$ cat src/rtl/binary_up_down_counter_if.sv
// Control and count bus for the loadable up/down counter.
// The master drives load/enable/direction; the slave returns the count.
interface binary_up_down_counter_if #(
  parameter int WIDTH = 4
);
  logic             Load;
  logic             Count_en;
  logic             Up;
  logic [WIDTH-1:0] Count_in;
  logic [WIDTH-1:0] Count_out;

  modport master (
    output Load,
    output Count_en,
    output Up,
    output Count_in,
    input  Count_out
  );

  modport slave (
    input  Load,
    input  Count_en,
    input  Up,
    input  Count_in,
    output Count_out
  );
endinterface

$ cat src/rtl/binary_up_down_counter.sv
// Loadable modulo-2^WIDTH up/down counter with enable.
// Async active-low clear; Count_out comes straight from the register.
module binary_up_down_counter #(
  parameter int WIDTH = 4
) (
  input  logic                    clk,
  input  logic                    nReset,
  binary_up_down_counter_if.slave bus
);

  localparam logic [WIDTH-1:0] ONE = WIDTH'(1);

  logic [WIDTH-1:0] count;
  logic [WIDTH-1:0] count_next;
  logic             do_load;
  logic             do_inc;
  logic             do_dec;

  // Load outranks counting, so the terms are made mutually exclusive.
  assign do_load = bus.Load;
  assign do_inc  = !bus.Load && bus.Count_en && bus.Up;
  assign do_dec  = !bus.Load && bus.Count_en && !bus.Up;

  always_comb begin
    count_next = count;
    unique case (1'b1)
      do_load: count_next = bus.Count_in;
      do_inc:  count_next = count + ONE;
      do_dec:  count_next = count - ONE;
      default: count_next = count;
    endcase
  end

  always_ff @(posedge clk or negedge nReset) begin
    if (!nReset) begin
      count <= '0;
    end else begin
      count <= count_next;
    end
  end

  assign bus.Count_out = count;

endmodule

$ cat src/flat_wrapper.sv
// flat-port wrapper written by rule: the top's interface ports become plain ports
module binary_up_down_counter_flat 
#(
  parameter int WIDTH = 4
)
  (clk, nReset, bus_Load, bus_Count_en, bus_Up, bus_Count_in, bus_Count_out);
  binary_up_down_counter_if #(.WIDTH(WIDTH)) bus_i ();
  input  logic clk;
  input  logic nReset;
  input wire logic [$bits(bus_i.Load)-1:0] bus_Load;
  input wire logic [$bits(bus_i.Count_en)-1:0] bus_Count_en;
  input wire logic [$bits(bus_i.Up)-1:0] bus_Up;
  input wire logic [$bits(bus_i.Count_in)-1:0] bus_Count_in;
  output wire logic [$bits(bus_i.Count_out)-1:0] bus_Count_out;
  assign bus_i.Load = bus_Load;
  assign bus_i.Count_en = bus_Count_en;
  assign bus_i.Up = bus_Up;
  assign bus_i.Count_in = bus_Count_in;
  assign bus_Count_out = bus_i.Count_out;
  binary_up_down_counter #(.WIDTH(WIDTH)) u_core (.clk(clk), .nReset(nReset), .bus(bus_i));
endmodule
$ cat config.mk
export PLATFORM = sky130hd
export DESIGN_NAME = binary_up_down_counter_flat
export DESIGN_NICKNAME = d
export VERILOG_FILES = /design/src/rtl/binary_up_down_counter_if.sv /design/src/rtl/binary_up_down_counter.sv /design/src/flat_wrapper.sv
export SDC_FILE = /design/constraint.sdc
export NUM_CORES = 1
export LEC_CHECK = 0
export CAP_MARGIN = 10
export CORE_AREA = 2 2 39 41
export DETAILED_ROUTE_END_ITERATION = 6
export DIE_AREA = 0 0 41 43
export DONT_BUFFER_PORTS = 1
export SLEW_MARGIN = 20
export SYNTH_ARGS = -nofsm -noshare
export SYNTH_HDL_FRONTEND = slang
export SYNTH_SLANG_ARGS = --single-unit
$ cat constraint.sdc
create_clock -name clk -period 2.65 [get_ports clk]
set_clock_uncertainty 0.15 [all_clocks]
set_input_delay 0.265 -clock clk [delete_from_list [all_inputs] [get_ports clk]]
set_output_delay 0.265 -clock clk [all_outputs]
set_load 0.005 [all_outputs]
==> flow_summary.json <==
{
  "status": "complete, no violations",
  "drc": 0,
  "antenna_found_initial": 0,
  "final_max_slew_viol_count": 0,
  "start_kind": "register",
  "cp.required_ns": 2.61,
  "drtIter0Drc": 5,
  "synthTopCellsByArea": "dfrtp_1, xnor2_1, mux2_2, mux2i_1, o21ai_0",
  "initial_core_util": 0.179,
  "viasPerCell": 4.39,
  "tns_ns": 0,
  "cts.clk_slew.worst_paths_ns": 0.04,
  "maxSlewHeadroom": 0.843,
  "path_class": "register to register",
  "holdPathStages": 2,
  "totalWireLength_um": 552,
  "cts_made_buffers": 3,
  "gp_congestion": 0.654,
  "grt_first_pass_wirelength_um": 848,
  "clkPwrFrac": 0.366,
  "clock_sinks": 4,
  "r2r_end": "u_core.bus.Count_out[1]$_DFFE_PN0P_",
  "fp.dieH_um": 43,
  "avgSynthCellArea_um2": 10.3,
  "maxCapViolCount": 0,
  "max_clock_freq_ghz": 0.522,
  "drive_gt1_frac": 0.167,
  "post_cts_buffers": 0,
  "core_um2": 1380,
  "synth_cells": 24,
  "power_frac_seq": 0.432,
  "min_to": "u_core.bus.Count_out[0]$_DFFE_PN0P_",
  "syn-num-nets": 34,
  "port_buffers": 0,
  "syn-cell-area_um2": 248,
  "worstSetupEndpointType": "register",
  "finalCritPeriodShare": 0.723,
  "cp_max_fo": 6,
  "grt_max_degree": 7,
  "drtPass1Iterations": 2,
  "ir_drop_uv": 152,
  "holdCritPathClass": "primary input to register",
  "hold_start": "bus_Count_in[0]",
  "p_per_area_nw_per_um2": 617,
  "ys_types": 13,
  "grt_pass1_vias": 188,
  "cts_tree": "built",
  "cts_root_buf": "clkbuf_4",
  "grt_setup_unrepaired": "false",
  "clockBufferDepth": 2,
  "overflow": 0,
  "reg2reg_setup_slack_ns": 0.73,
  "ys_seq_area_frac": 0.404,
  "largest_reg_flops": 4,
  "placement_rows": 14,
  "io_pins": 13,
  "sw_frac_of_total": 0.256,
  "r2r_start": "u_core.bus.Count_out[1]$_DFFE_PN0P_",
  "tightestPinTransition_ns": 0.233,
  "yosys.area.top_type_share": 0.404,
  "insertion_delay_ns": 0.23,
  "pwr-share-comb": 0.201,
  "leakage_nw": 0.130,
  "hold_viol_final": 0,
  "h-tree-depth": 1,
  "vias": 202,
  "rr_worst_depth": 5,
  "die_w_um": 41,
  "fin_nets": 42,
  "p_int_w": 0.000147,
  "setup_violations": 0,
  "grt_usage": 0.0786,
  "ant_nets": 0,
  "fin_crit_ns": 1.92,
  "yosys_warnings": 0,
  "synth_seq_cells": 4,
  "die-area_um2": 1760,
  "crit_arrival_ns": 1.87,
  "synth_top_area_cell": "dfrtp_1",
  "p_sw_w": 0.0000507,
  "area_delta_synth_final_pct": 29.3,
  "p_total_w": 0.000198,
  "wl_per_cell_um": 12.0,
  "antenna_cells": 0
}
[what timing repair did]
item                                    in CTS  in global routing
resized for setup                            0                  0
endpoints found under the setup margin       0                  0
hold endpoints to repair                     6                  0
hold buffers                                 3                  0
[metrics by stage]
stage	instances	utilization	cell area [um2]	hold slack (ns)	setup slack, ns
CTS	46	0.231	320	0.0121	0.723
floorplan	24	-	248	-0.181	0.948
global route	46	0.231	320	0.0207	0.611
detailed placement	40	0.193	268	-0.180	0.845
global placement	40	0.193	268	-0.180	0.827
finish	46	0.231	320	0.0212	0.734
[cells in the mapped netlist]
master   count
dfrtp_1      4
nand2_1      3
o21ai_0      3
xnor2_1      3
mux2_2       2
mux2i_1      2
and2_1       1
ha_1         1
nand4_1      1
nor2_1       1
nor3_1       1
or4b_1       1
xor2_1       1
[worst max path at each step]
stage | startpoint | to | slack, ns | cells past startpoint
after floorplan | bus_Up | u_core.bus.Count_out[2]$_DFFE_PN0P_ | 0.95 | 8
after global placement | bus_Up | u_core.bus.Count_out[2]$_DFFE_PN0P_ | 0.83 | 8
after detailed placement | u_core.bus.Count_out[1]$_DFFE_PN0P_ | u_core.bus.Count_out[3]$_DFFE_PN0P_ | 0.84 | 4
after CTS | u_core.bus.Count_out[1]$_DFFE_PN0P_ | u_core.bus.Count_out[1]$_DFFE_PN0P_ | 0.72 | 5
after global routing | u_core.bus.Count_out[1]$_DFFE_PN0P_ | u_core.bus.Count_out[1]$_DFFE_PN0P_ | 0.61 | 5
final | u_core.bus.Count_out[1]$_DFFE_PN0P_ | u_core.bus.Count_out[1]$_DFFE_PN0P_ | 0.73 | 5
[critical path, cell delays in order (launching register included)]
cell and delay [ns]:
dfrtp_1 0.44, xnor2_1 0.16, ha_1 0.27, mux2i_1 0.15, o21ai_0 0.09, dlygate4sd3_1 0.55
[cell usage in the layout, fill, tap and decap left out]
| master | instances |
|---|---|
| and2_1 | 1 |
| dlygate4sd3_1 | 3 |
| nor2_1 | 1 |
| clkbuf_4 | 3 |
| mux2i_1 | 2 |
| xnor2_1 | 3 |
| nor3_1 | 1 |
| mux2_2 | 2 |
| ha_1 | 1 |
| o21ai_0 | 3 |
| dfrtp_1 | 4 |
| nand2_1 | 3 |
| xor2_1 | 1 |
| or4b_1 | 1 |
| nand4_1 | 1 |
[metal layers]
layer  vias up  wire [um]  global-route usage
met5         -          0                   0
met4         0          0              0.0800
met3         0         70              0.0471
met2        10        252              0.0938
met1        93        229              0.0879
li1         99          -                   -
[power by group through the flow]
stage	registers, W	logic [W]	clock network [W]
after detailed placement	0.0000868	0.0000328	0
after CTS	0.0000859	0.0000401	0.0000777
after global placement	0.0000866	0.0000319	0
after floorplan	0.0000831	0.0000287	0
after global routing	0.0000873	0.0000446	0.0000841
final	0.0000855	0.0000398	0.0000725
[area by class of cell]
cell class | instances | area [um2]
fill | 146 | 1060
multi-input combinational | 20 | 148
sequential | 4 | 100
timing repair buffer | 3 | 30.0
clock buffer | 3 | 22.5
tap | 16 | 20.0
[kinds of logic (layout without fill, tap and decap cells)]
kind of cell / count (synthesis) / in the layout / share of synthesized area
AOI/OAI and AO/OA: 3 / 3 / 0.0606
xor gates and xnor gates: 4 / 4 / 0.141
adders and majority gates: 1 / 1 / 0.0505
buffers and inverters: 0 / 6 / 0
DFF: 4 / 4 / 0.404
muxes: 4 / 4 / 0.172
and+or+nand+nor: 8 / 8 / 0.172
No activity file was read; power rests on OpenSTA's default activity.
